$ cat src/rtl/sc_mul_seq.sv
// sc_mul_seq: sequential stochastic-computing multiplier, LANES stream bits per cycle
module sc_mul_seq #(
  parameter int LOG_LEN  = 5,
  parameter int LANES    = 4,
  parameter int IN_WIDTH = LOG_LEN + 1
) (
  input  logic                clk,
  input  logic                rst,
  input  logic                in_valid,
  output logic                in_ready,
  input  logic [IN_WIDTH-1:0] a_in,
  input  logic [IN_WIDTH-1:0] b_in,
  input  logic                bipolar,
  output logic                out_valid,
  input  logic                out_ready,
  output logic [LOG_LEN:0]    sc_result
);
  localparam int L = 1 << LOG_LEN;
  localparam int W = IN_WIDTH > LOG_LEN + 1 ? IN_WIDTH : LOG_LEN + 1;
  typedef enum logic [1:0] {IDLE, RUN, DONE} state_t;
  state_t state, state_n;
  logic [LOG_LEN:0] a_q, b_q, acc, cnt;
  logic [LOG_LEN-1:0] idx;
  logic bip_q, last;
  logic [W-1:0] a_x, b_x;
  function automatic logic prod_bit(input logic [LOG_LEN-1:0] i, input logic [LOG_LEN:0] a,
                                    input logic [LOG_LEN:0] b, input logic bip);
    logic [LOG_LEN-1:0] r;
    logic sa, sb;
    for (int j = 0; j < LOG_LEN; j++) r[j] = i[LOG_LEN-1-j];
    sa = {1'b0, i} < a;
    sb = {1'b0, r} < b;
    return bip ? sa ~^ sb : sa & sb;
  endfunction
  assign a_x = W'(a_in);
  assign b_x = W'(b_in);
  assign last = idx == LOG_LEN'(L - LANES);
  assign in_ready = state == IDLE;
  assign out_valid = state == DONE;
  assign sc_result = acc;
  always_comb begin
    cnt = '0;
    for (int k = 0; k < LANES; k++)
      cnt = cnt + (LOG_LEN+1)'(prod_bit(idx + LOG_LEN'(k), a_q, b_q, bip_q));
  end
  always_comb begin
    state_n = state == IDLE ? (in_valid ? RUN : IDLE) :
              state == RUN  ? (last ? DONE : RUN) :
              (out_ready ? IDLE : DONE);
  end
  always_ff @(posedge clk or posedge rst)
    if (rst) state <= IDLE;
    else state <= state_n;
  // operands saturate at L so the comparators never see an out-of-range value
  always_ff @(posedge clk or posedge rst)
    if (rst) begin
      a_q <= '0;
      b_q <= '0;
      bip_q <= 1'b0;
      acc <= '0;
      idx <= '0;
    end else if (state == IDLE && in_valid) begin
      a_q <= a_x > W'(L) ? (LOG_LEN+1)'(L) : a_x[LOG_LEN:0];
      b_q <= b_x > W'(L) ? (LOG_LEN+1)'(L) : b_x[LOG_LEN:0];
      bip_q <= bipolar;
      acc <= '0;
      idx <= '0;
    end else if (state == RUN) begin
      acc <= acc + cnt;
      idx <= idx + LOG_LEN'(LANES);
    end
endmodule
$ cat config.mk
export PLATFORM = sky130hd
export DESIGN_NAME = sc_mul_seq
export DESIGN_NICKNAME = d
export VERILOG_FILES = /design/src/rtl/sc_mul_seq.sv
export SDC_FILE = /design/constraint.sdc
export NUM_CORES = 1
export LEC_CHECK = 0
export CAP_MARGIN = 20
export CORE_MARGIN = 2
export CORE_UTILIZATION = 53
export CTS_BUF_LIST = sky130_fd_sc_hd__clkbuf_8 sky130_fd_sc_hd__clkbuf_16
export DETAILED_ROUTE_END_ITERATION = 10
export MAX_ROUTING_LAYER = met4
export PLACE_DENSITY = 0.84
export REMOVE_ABC_BUFFERS = 1
export SYNTH_ARGS = -nofsm -noshare
export SYNTH_HDL_FRONTEND = slang
export SYNTH_SLANG_ARGS = --single-unit
$ cat constraint.sdc
create_clock -name clk -period 4.4 [get_ports clk]
set_clock_uncertainty 0.05 [all_clocks]
set_input_delay 1.1 -clock clk [delete_from_list [all_inputs] [get_ports clk]]
set_output_delay 1.1 -clock clk [all_outputs]
set_load 0.02 [all_outputs]
==> metrics.txt, run 1 <==
Final setup violation count 0; Total Routing Usage GR 21.5%; overall overflow remaining after global route 0; placer's final routability congestion estimate 0.841; proportion of synthesized chip area in sequential cells 37.6%; maximum fanout along the worst path 7; actual transition at the worst max-transition pin 0.908 ns; signed area change from the synthesized netlist to the final layout 18.6%; CTS sink count 24; Crit Path Class reg -> reg; slew margin rel. 39.4%; number of hold violations in the final report 0; count of placed standard cells in the final layout, fillers left out 223; outcome finished, final reports clean; max frequency 0.263 GHz; CTS Hold Bufs 0; count of pins over their slew limit 0; average cell area after synthesis 9.34 sq um; CTS buffer count 3; cell count after synthesis 171; dominant register cell in the synthesized netlist dfrtp_1; RSZ-0062 raised after global routing false; Total Negative Setup Slacks 0 ns; I/O pin total 25; type of origin of the critical path register; WL final 3.16 mm; share of synthesized registers carrying an async set or reset 100%; Die X-Extent 58.9 microns; area inside the core boundary 2810 sq um; DRC viols 0; maximum buffer depth of the clock tree 2; Placed Area 1840 sq um; filler instances 222; crit-path cells ha_1 > nor2b_1 > o21ai_0 > nand2b_1 > a31oi_1 > ha_1 > nand2_1 > o21ai_0 > fa_1 > inv_1 > fa_1 > fa_1 > a31oi_1 > a21oi_1 > mux2i_1; final critical-path required period 3.81 ns; Placed Cells incl. Taps 219; net count of the finished layout 232; vias per std cell 5.56; clock slew at the register clock pins of the worst setup and hold paths 0.09 ns; post-detail-place hpwl 2.40 mm; drt initial violations 28; largest net degree at the start of global routing 33; level count of the clock H-tree 1; CP Data Arrival Time 3.96 ns; via total after detailed routing 1239; synth warn 0; total number of placement rows 19; share of final-layout standard cells stronger than drive strength 1 6.25%; die outline height 58.9 microns; routed length per instance 14.2 microns; Die Area 3470 sq um; # Post-CTS Setup Buffers 0; number of detailed-route iterations in the first pass 4; data required time of the critical path 4.56 ns; number of nets with antenna violations after detailed routing 0; max-cap check violation count 0; TritonCTS clock tree done; Final Cycle Share 86.5%; number of antenna violations at the first check in global routing 0; Hold Path Class reg -> reg; CTS Root Buffer Type clkbuf_8; CP max-delay cell fa_1; combined area of all synthesized cells 1600 sq um; worst-skew pair later-pin latency 0.27 ns; input/output buffers 24; post-route standard cell area excluding fillers 1900 sq um; kind of end point of the critical path register; vias in the first global route 1297; critical path's most frequent cell fa_1; number of distinct library cells after synthesis 33; critical path's largest stage delay 0.51 ns; n_diodes 0; number of synthesized register bits 24; first-pass GRT wire length 5.55 mm; starting utilization of the core area 57.0%; # resized after CTS 0; number of enable-type register cells in the synthesized netlist 0
-- state kept, by name, summed over array words and instances (netlist names) --
register / flops
a_q: 6
b_q: 6
sc_result: 6
idx: 3
state: 2
bip_q: 1
-- cells in the mapped netlist (4+ instances only) --
cell type,instances,area share [%]
a21o_1,4,1.9
a21oi_1,6,1.9
a31oi_1,4,1.6
clkbuf_1,4,0.94
dfrtp_1,24,38
ha_1,19,15
inv_1,13,3.1
nand2_1,26,6.1
nand2b_1,14,5.5
nand3_1,5,1.6
nor2_1,5,1.2
o21ai_0,19,6.0
-- final cells by class --
class | count | area [sq um] | area share (%)
clock buffers | 4 | 55.1 | 2.90
inverters | 13 | 48.8 | 2.57
multi-input cells | 127 | 912 | 48.1
flip-flops and latches | 24 | 601 | 31.7
well taps | 31 | 38.8 | 2.05
repair buffers | 24 | 240 | 12.7
-- logic make-up (layout without fill, tap and decap cells) --
group                    after synthesis  after routing  share of synthesized area [%]
AND/OR/NAND/NOR                       59             59                           19.3
buffers and inverters                 20             41                           5.32
multiplexers                           6              6                           4.23
adder cells (fa/ha/maj)               22             22                           18.6
XOR/XNOR                               1              1                          0.548
AO/OA/AOI/OAI                         39             39                           14.4
flip-flops                            24             24                           37.6
-- final timing paths --
path,slack [ns],from,cells after the start,to
worst max-delay path,0.59,idx[2]$_DFFE_PP0P_,15,sc_result[4]$_DFFE_PP0P_
worst min-delay path,0.43,sc_result[5]$_DFFE_PP0P_,1,sc_result[5]$_DFFE_PP0P_
worst max register to register,0.59,idx[2]$_DFFE_PP0P_,15,sc_result[4]$_DFFE_PP0P_
worst min register to register,0.43,sc_result[5]$_DFFE_PP0P_,1,sc_result[5]$_DFFE_PP0P_
max in group asynchronous,2.48,rst,2,sc_result[1]$_DFFE_PP0P_
min in group asynchronous,1.27,rst,2,b_q[1]$_DFFE_PP0P_
-- worst max-delay path: cells and delay by family (launching register included) --
| family | cells | cell delay (ns) |
|---|---|---|
| fa+ha+maj | 5 | 2.01 |
| compound gates | 5 | 0.71 |
| flops | 1 | 0.49 |
| simple gates | 3 | 0.29 |
| mux | 1 | 0.14 |
| buf+inv | 1 | 0.06 |
-- stage by stage --
step	setup slack, ns	hold slack [ns]	utilization (%)
after floorplan	0.842	0.400	-
after global placement	0.751	0.412	65.6
after detailed placement	0.636	0.417	65.6
after CTS	0.601	0.433	67.6
after global routing	0.383	0.477	67.6
final	0.592	0.430	67.6
-- cells in the final DEF, fill, tap and decap left out, types with 2 or more instances in the layout --
| cell | n |
|---|---|
| dfrtp_1 | 24 |
| a21oi_1 | 6 |
| fa_1 | 3 |
| ha_1 | 19 |
| nand2_1 | 26 |
| nor2_1 | 5 |
| inv_1 | 13 |
| o21a_1 | 2 |
| clkdlybuf4s50_1 | 24 |
| o21ai_0 | 19 |
| nand2b_1 | 14 |
| nand3_1 | 5 |
| clkbuf_8 | 4 |
| mux2_2 | 2 |
| a31oi_1 | 4 |
| a21o_1 | 4 |
| mux2i_1 | 3 |
-- metal layers --
layer / wire, microns / vias up / global-route usage [%]
met1: 1430 / 583 / 26.5
met5: 0 / - / -
met2: 1560 / 24 / 35.4
met4: 50 / 0 / 7.14
met3: 120 / 7 / 4.18
li1: - / 625 / -
Power of run 1 is not shown: default switching activity piles up to over one toggle a cycle in this logic, so the estimate is an artifact.
==> run 2, diff against run 1 <==
==> constraint.sdc (replaced) <==
create_clock -name clk -period 4.4 [get_ports clk]
set_clock_uncertainty 0.05 [all_clocks]
set_input_delay 1.1 -clock clk [delete_from_list [all_inputs] [get_ports clk]]
set_output_delay 1.1 -clock clk [all_outputs]
set_load 0.05 [all_outputs]
==> results of run 2 <==
Same layout as run 1: the final DEF is identical, and so are final timing and power.
Power of run 2 is left out for the same reason.
